`src/rtl/elliot_act_arbiter.sv`:
```
// Round-robin scheduler sharing one Elliot activation unit among N_REQ requesters.
// Latches the winner's operands, starts the unit, waits for completion or watchdog, returns y.
module elliot_act_arbiter #(
  parameter int unsigned N_REQ   = 4,
  parameter int unsigned DATA_W  = 32,
  parameter int unsigned S_W     = 8,
  parameter int unsigned TIMEOUT = 64
) (
  input  logic                    clk,
  input  logic                    rst,
  input  logic [N_REQ-1:0]        req,
  input  logic [N_REQ*DATA_W-1:0] req_x,
  input  logic [N_REQ*S_W-1:0]    req_s,
  output logic [N_REQ-1:0]        grant,
  output logic [N_REQ-1:0]        done,
  output logic [DATA_W-1:0]       y_out,
  output logic                    err,
  output logic                    busy,
  output logic [DATA_W-1:0]       act_x,
  output logic [S_W-1:0]          act_s,
  output logic                    act_start,
  input  logic [DATA_W-1:0]       act_y,
  input  logic                    act_end
);

  localparam int unsigned IdxW = (N_REQ > 1) ? $clog2(N_REQ) : 1;
  localparam int unsigned SumW = IdxW + 1;
  localparam int unsigned TmrW = $clog2(TIMEOUT + 1);

  typedef enum logic [1:0] {
    StIdle,
    StIssue,
    StWait,
    StResp
  } state_e;

  state_e              state_q, state_d;
  logic [IdxW-1:0]     ptr_q, ptr_d;
  logic [IdxW-1:0]     idx_q, idx_d;
  logic [TmrW-1:0]     timer_q, timer_d;
  logic [N_REQ-1:0]    grant_q, grant_d;
  logic [N_REQ-1:0]    done_q, done_d;
  logic [DATA_W-1:0]   y_q, y_d;
  logic                err_q, err_d;
  logic                busy_q, busy_d;
  logic [DATA_W-1:0]   act_x_q, act_x_d;
  logic [S_W-1:0]      act_s_q, act_s_d;
  logic                act_start_q, act_start_d;

  logic [DATA_W-1:0]   x_arr [N_REQ];
  logic [S_W-1:0]      s_arr [N_REQ];

  logic                win_found;
  logic [IdxW-1:0]     win_idx;
  logic [SumW-1:0]     cand_sum;
  logic [IdxW-1:0]     cand;

  for (genvar g = 0; g < N_REQ; g++) begin : g_unpack
    assign x_arr[g] = req_x[g*DATA_W +: DATA_W];
    assign s_arr[g] = req_s[g*S_W +: S_W];
  end

  // Scan ptr, ptr+1, ... wrapping at N_REQ; the first asserted request wins.
  always_comb begin
    win_found = 1'b0;
    win_idx   = '0;
    cand_sum  = '0;
    cand      = '0;
    for (int unsigned i = 0; i < N_REQ; i++) begin
      cand_sum = {1'b0, ptr_q} + SumW'(i);
      if (cand_sum >= SumW'(N_REQ)) begin
        cand_sum = cand_sum - SumW'(N_REQ);
      end
      cand = cand_sum[IdxW-1:0];
      if (!win_found && req[cand]) begin
        win_found = 1'b1;
        win_idx   = cand;
      end
    end
  end

  always_comb begin
    state_d     = state_q;
    ptr_d       = ptr_q;
    idx_d       = idx_q;
    timer_d     = timer_q;
    grant_d     = '0;
    done_d      = '0;
    y_d         = '0;
    err_d       = 1'b0;
    act_x_d     = act_x_q;
    act_s_d     = act_s_q;
    act_start_d = 1'b0;

    unique case (state_q)
      StIdle: begin
        if (win_found) begin
          idx_d            = win_idx;
          grant_d[win_idx] = 1'b1;
          act_start_d      = 1'b1;
          act_x_d          = x_arr[win_idx];
          act_s_d          = s_arr[win_idx];
          state_d          = StIssue;
        end
      end
      StIssue: begin
        timer_d = '0;
        state_d = StWait;
      end
      StWait: begin
        // A completion on the watchdog's last cycle still counts as a valid result.
        if (act_end) begin
          y_d           = act_y;
          err_d         = 1'b0;
          done_d[idx_q] = 1'b1;
          state_d       = StResp;
        end else if (timer_q == TmrW'(TIMEOUT - 1)) begin
          y_d           = '0;
          err_d         = 1'b1;
          done_d[idx_q] = 1'b1;
          state_d       = StResp;
        end else begin
          timer_d = timer_q + 1'b1;
        end
      end
      StResp: begin
        ptr_d   = (idx_q == IdxW'(N_REQ - 1)) ? '0 : idx_q + 1'b1;
        state_d = StIdle;
      end
      default: begin
        state_d = StIdle;
      end
    endcase

    busy_d = (state_d != StIdle);
  end

  always_ff @(posedge clk) begin
    if (rst) begin
      state_q     <= StIdle;
      ptr_q       <= '0;
      idx_q       <= '0;
      timer_q     <= '0;
      grant_q     <= '0;
      done_q      <= '0;
      y_q         <= '0;
      err_q       <= 1'b0;
      busy_q      <= 1'b0;
      act_x_q     <= '0;
      act_s_q     <= '0;
      act_start_q <= 1'b0;
    end else begin
      state_q     <= state_d;
      ptr_q       <= ptr_d;
      idx_q       <= idx_d;
      timer_q     <= timer_d;
      grant_q     <= grant_d;
      done_q      <= done_d;
      y_q         <= y_d;
      err_q       <= err_d;
      busy_q      <= busy_d;
      act_x_q     <= act_x_d;
      act_s_q     <= act_s_d;
      act_start_q <= act_start_d;
    end
  end

  assign grant     = grant_q;
  assign done      = done_q;
  assign y_out     = y_q;
  assign err       = err_q;
  assign busy      = busy_q;
  assign act_x     = act_x_q;
  assign act_s     = act_s_q;
  assign act_start = act_start_q;

endmodule

```
`config.mk`:
```
export PLATFORM = sky130hd
export DESIGN_NAME = elliot_act_arbiter
export DESIGN_NICKNAME = d
export VERILOG_FILES = /design/src/rtl/elliot_act_arbiter.sv
export SDC_FILE = /design/constraint.sdc
export NUM_CORES = 1
export LEC_CHECK = 0
export ABC_AREA = 1
export CAP_MARGIN = 20
export CORE_UTILIZATION = 40
export CTS_CLUSTER_SIZE = 40
export DETAILED_ROUTE_END_ITERATION = 10
export GPL_ROUTABILITY_DRIVEN = 0
export PLACE_DENSITY = 0.84
export SLEW_MARGIN = 20
export SYNTH_ARGS = -nofsm -noshare
export SYNTH_HDL_FRONTEND = slang
export SYNTH_SLANG_ARGS = --single-unit
```
`constraint.sdc`:
```
create_clock -name clk -period 2.1 [get_ports clk]
set_input_delay 0.63 -clock clk [delete_from_list [all_inputs] [get_ports clk]]
set_output_delay 0.63 -clock clk [all_outputs]
set_load 0.1 [all_outputs]
```
==> metrics.txt, run 1 <==
reg-to-reg startpoint=ptr_q[0]; H-tree Lvls=3; Critical Path Sink Type=flip-flop; Syn Inst Count=878; layout cell share with drive strength beyond 1=17.65%; num rows=41; Tmin final=2.081 ns; Hold Path Cell Cnt=2; Hold Path Sink=timer_q[5]; Post-DRT Antenna Nets=0; fin nets=1,366; r2r worst-path depth=15; syn avg cell area=6.099 um2; Clock Latency Late Sink=0.35 ns; area occupied by multi-input gates=2928 um2; DRT met1 WL=8.050 mm; Synth Area in XOR/XNOR=0.1636%; Peak VDD IR=814.6 uV; crit-path most repeated cell=nand2_1; area leader, netlist=dfxtp_1; kind of critical path=flip-flop to flip-flop; Clock Pin Slew Worst Setup and Hold Paths=0.07 ns; drc violations=0; sequential area share after synthesis=35.89%; placed insts=1,298; PortBufs=281; Final Max Slew Viols=0; Die Width=117.7 um; post-synthesis compound-gate area fraction=1.846%; Layout Cells excl Fill=1,339; fin crit share=99.09%; Clock Root Buffer=clkbuf_16; CP Launch Type=flip-flop; post-synthesis mux area share=0%; FMAX=0.4806 GHz; Vias=6,712; cts hold-fix bufs=0; hold crit path type=flip-flop to flip-flop; number of antenna violations at the first check in global routing=0; CTS Buffer Depth=2; Required @ worst endpoint=2.35 ns; setup violators final=0; R2R Setup Slk=0.02 ns; synthesized flop and latch total=96; die area=13,850 um2; P_leak=0.004830 uW; Max-cap violations=0; Ports=282; dominant cells by area after synthesis=dfxtp_1, nand2_1, nand4_1; initial drt markers=389; total gr overflow=0; drt pass-1 iters=5; DR vias/cell=5.013; main combinational cell family by area after synthesis=simple AND/OR/NAND/NOR gates; cell area after placement=8750 um2; Worst-Margin Slew=0.3206 ns; PD cells=1241 nW/um2; library cells used by synthesis=27; vias in the first global route=6,254; CP peak stage delay=0.37 ns; DIE HEIGHT=117.7 um; P&R area growth vs syn=79.86%; Reg area=1929 um2; relative slew slack=78.62%; largest net degree at the start of global routing=48; initial core utilization=41.76%; CP cell instances=buf_4 -> nand2_1 -> nand2_2 -> nand2_1 -> nand2_2 -> nor2_4 -> nand3_4 -> buf_4 -> nand2_1 -> inv_2 -> buf_12 -> nor2_1 -> nor2_1 -> nand2_1 -> inv_1; Post-Route WL=20.97 mm; Worst R2R End=act_x[7]; final hold vios=0; Worst Skew=0.005032 ns; CP Max Fanout=47; total CTS buffers=9; Layout fillers=975; status=finished clean; CP arrival=2.33 ns; syn_nets=1,082; hold wc startpoint=timer_q[5]; met3 routed WL=1.810 mm; clk sinks=96; WL/cell=15.66 um; critical path's slowest cell=dfxtp_4; CTS tree=done; post-synthesis adder-cell area fraction=1.168%; global-route wire length before repair=31.37 mm; top cell type's share of synthesized area=35.89%; # diodes=0; Top Metal Used=met4; core area=12,820 um2; met2 WL=10.45 mm; Ys Warns=0; GRT Util Overall=28.79%; Final Cell Area=9632 um2; Simple-Gate Fraction of Synth Area=48.32%; Post-DP HPWL=13.38 mm; synthesized area=5355 um2
area by class of cell:
| class | instances | area share, % |
|---|---|---|
| Clock inverter | 6 | 0.7664 |
| Tap cell | 172 | 2.234 |
| Clock buffer | 10 | 2.481 |
| Sequential cell | 96 | 20.03 |
| Multi-Input combinational cell | 626 | 30.40 |
| Inverter | 97 | 3.884 |
| Timing Repair Buffer | 332 | 40.21 |
cell usage in the layout (no fill, tap or decap), drive strengths merged:
master	count
xnor2	1
o21ai	7
nor3b	2
clkdlybuf4s15	1
bufbuf	3
or2	1
clkinvlp	2
nand4	81
nand3	53
inv	100
nor3	5
nor2	127
buf	131
nand3b	2
a211oi	2
clkbuf	14
ha	5
dfxtp	96
clkdlybuf4s50	193
a21oi	9
bufinv	1
nand2	331
per-layer routing:
layer / vias up / track usage [%]
met2: 353 / 50.92
met5: - / 0
met1: 2994 / 32.74
li1: 3320 / -
met3: 45 / 7.025
met4: 0 / 12.26
cell usage after synthesis:
| cell | number |
|---|---|
| a211oi_1 | 2 |
| a21oi_1 | 9 |
| buf_1 | 8 |
| buf_2 | 14 |
| buf_6 | 9 |
| clkbuf_1 | 28 |
| dfxtp_1 | 96 |
| ha_1 | 5 |
| inv_1 | 91 |
| inv_2 | 5 |
| inv_6 | 1 |
| nand2_1 | 329 |
| nand2_2 | 2 |
| nand3_1 | 50 |
| nand3_2 | 2 |
| nand3_4 | 1 |
| nand3b_1 | 2 |
| nand4_1 | 81 |
| nor2_1 | 126 |
| nor2_4 | 1 |
| nor3_1 | 5 |
| nor3b_1 | 2 |
| o21ai_0 | 5 |
| o21ai_1 | 1 |
| o21ai_2 | 1 |
| or2_1 | 1 |
| xnor2_1 | 1 |
flip-flops by register name, indices dropped and copies added, names as in the netlist, 2 cells and up:
name     flops
state_q      2
ptr_q        2
act_s        8
timer_q      7
done         4
idx_q        2
act_x       32
y_out       32
grant        4
worst max path at each step:
stage	startpoint	end	slack, ns
2_1_floorplan	req[3]	act_x[25]	0.10
3_3_place_gp	req[3]	act_x[22]	-0.49
3_5_place_dp	req[2]	act_x[22]	-0.54
4_1_cts	ptr_q[0]	act_s[4]	0.01
5_1_grt	ptr_q[0]	act_x[26]	-0.1
6_report	ptr_q[0]	act_x[7]	0.02
per-stage QoR:
step / util, % / setup TNS (ns) / total power [uW] / setup WS, ns / hold WS (ns)
2_1_floorplan: - / 0 / 6942 / 0.1020 / 0.4278
3_3_place_gp: 68.22 / -19.47 / 9297 / -0.4871 / 0.4404
3_5_place_dp: 68.22 / -21.93 / 9378 / -0.5446 / 0.4415
4_1_cts: 73.41 / 0 / 11760 / 0.01422 / 0.4515
5_1_grt: 75.10 / -2.528 / 12560 / -0.09696 / 0.5051
6_report: 75.10 / 0 / 11950 / 0.01914 / 0.4498
worst max-delay path: cells and delay by family (launching register included):
family	cells	cell delay [ns]
and+or+nand+nor	10	0.95
buffers and inverters	5	0.64
DFF	1	0.37
cells by family (layout without fill, tap and decap cells):
logic type                 Yosys count  after routing
DFF                                 96             96
xor gates and xnor gates             1              1
and+or+nand+nor                    602            602
adders and majority gates            5              5
AOI/OAI and AO/OA                   18             18
buffers and inverters              156            445
where the power goes:
| part | leakage, uW | internal [uW] | switching [uW] | total [uW] |
|---|---|---|---|---|
| Sequential | 0.000788 | 2170 | 363 | 2540 |
| Combinational | 0.00389 | 2950 | 4720 | 7680 |
| Clock | 0.000148 | 974 | 768 | 1740 |
what timing repair did:
item | CTS | global route
setup buffers | 9 | 9
resized for setup | 23 | 53
hold endpoints to repair | 0 | 0
pin swaps | 12 | 22
endpoints found under the setup margin | 45 | 47
cloned | 8 | 1
No activity file was read; power rests on OpenSTA's default activity.
==> run 2: changes to the inputs <==
SLEW_MARGIN = not set   (was 20)
==> results of run 2 <==
No change in the layout: final DEF, timing and power equal those of run 1.
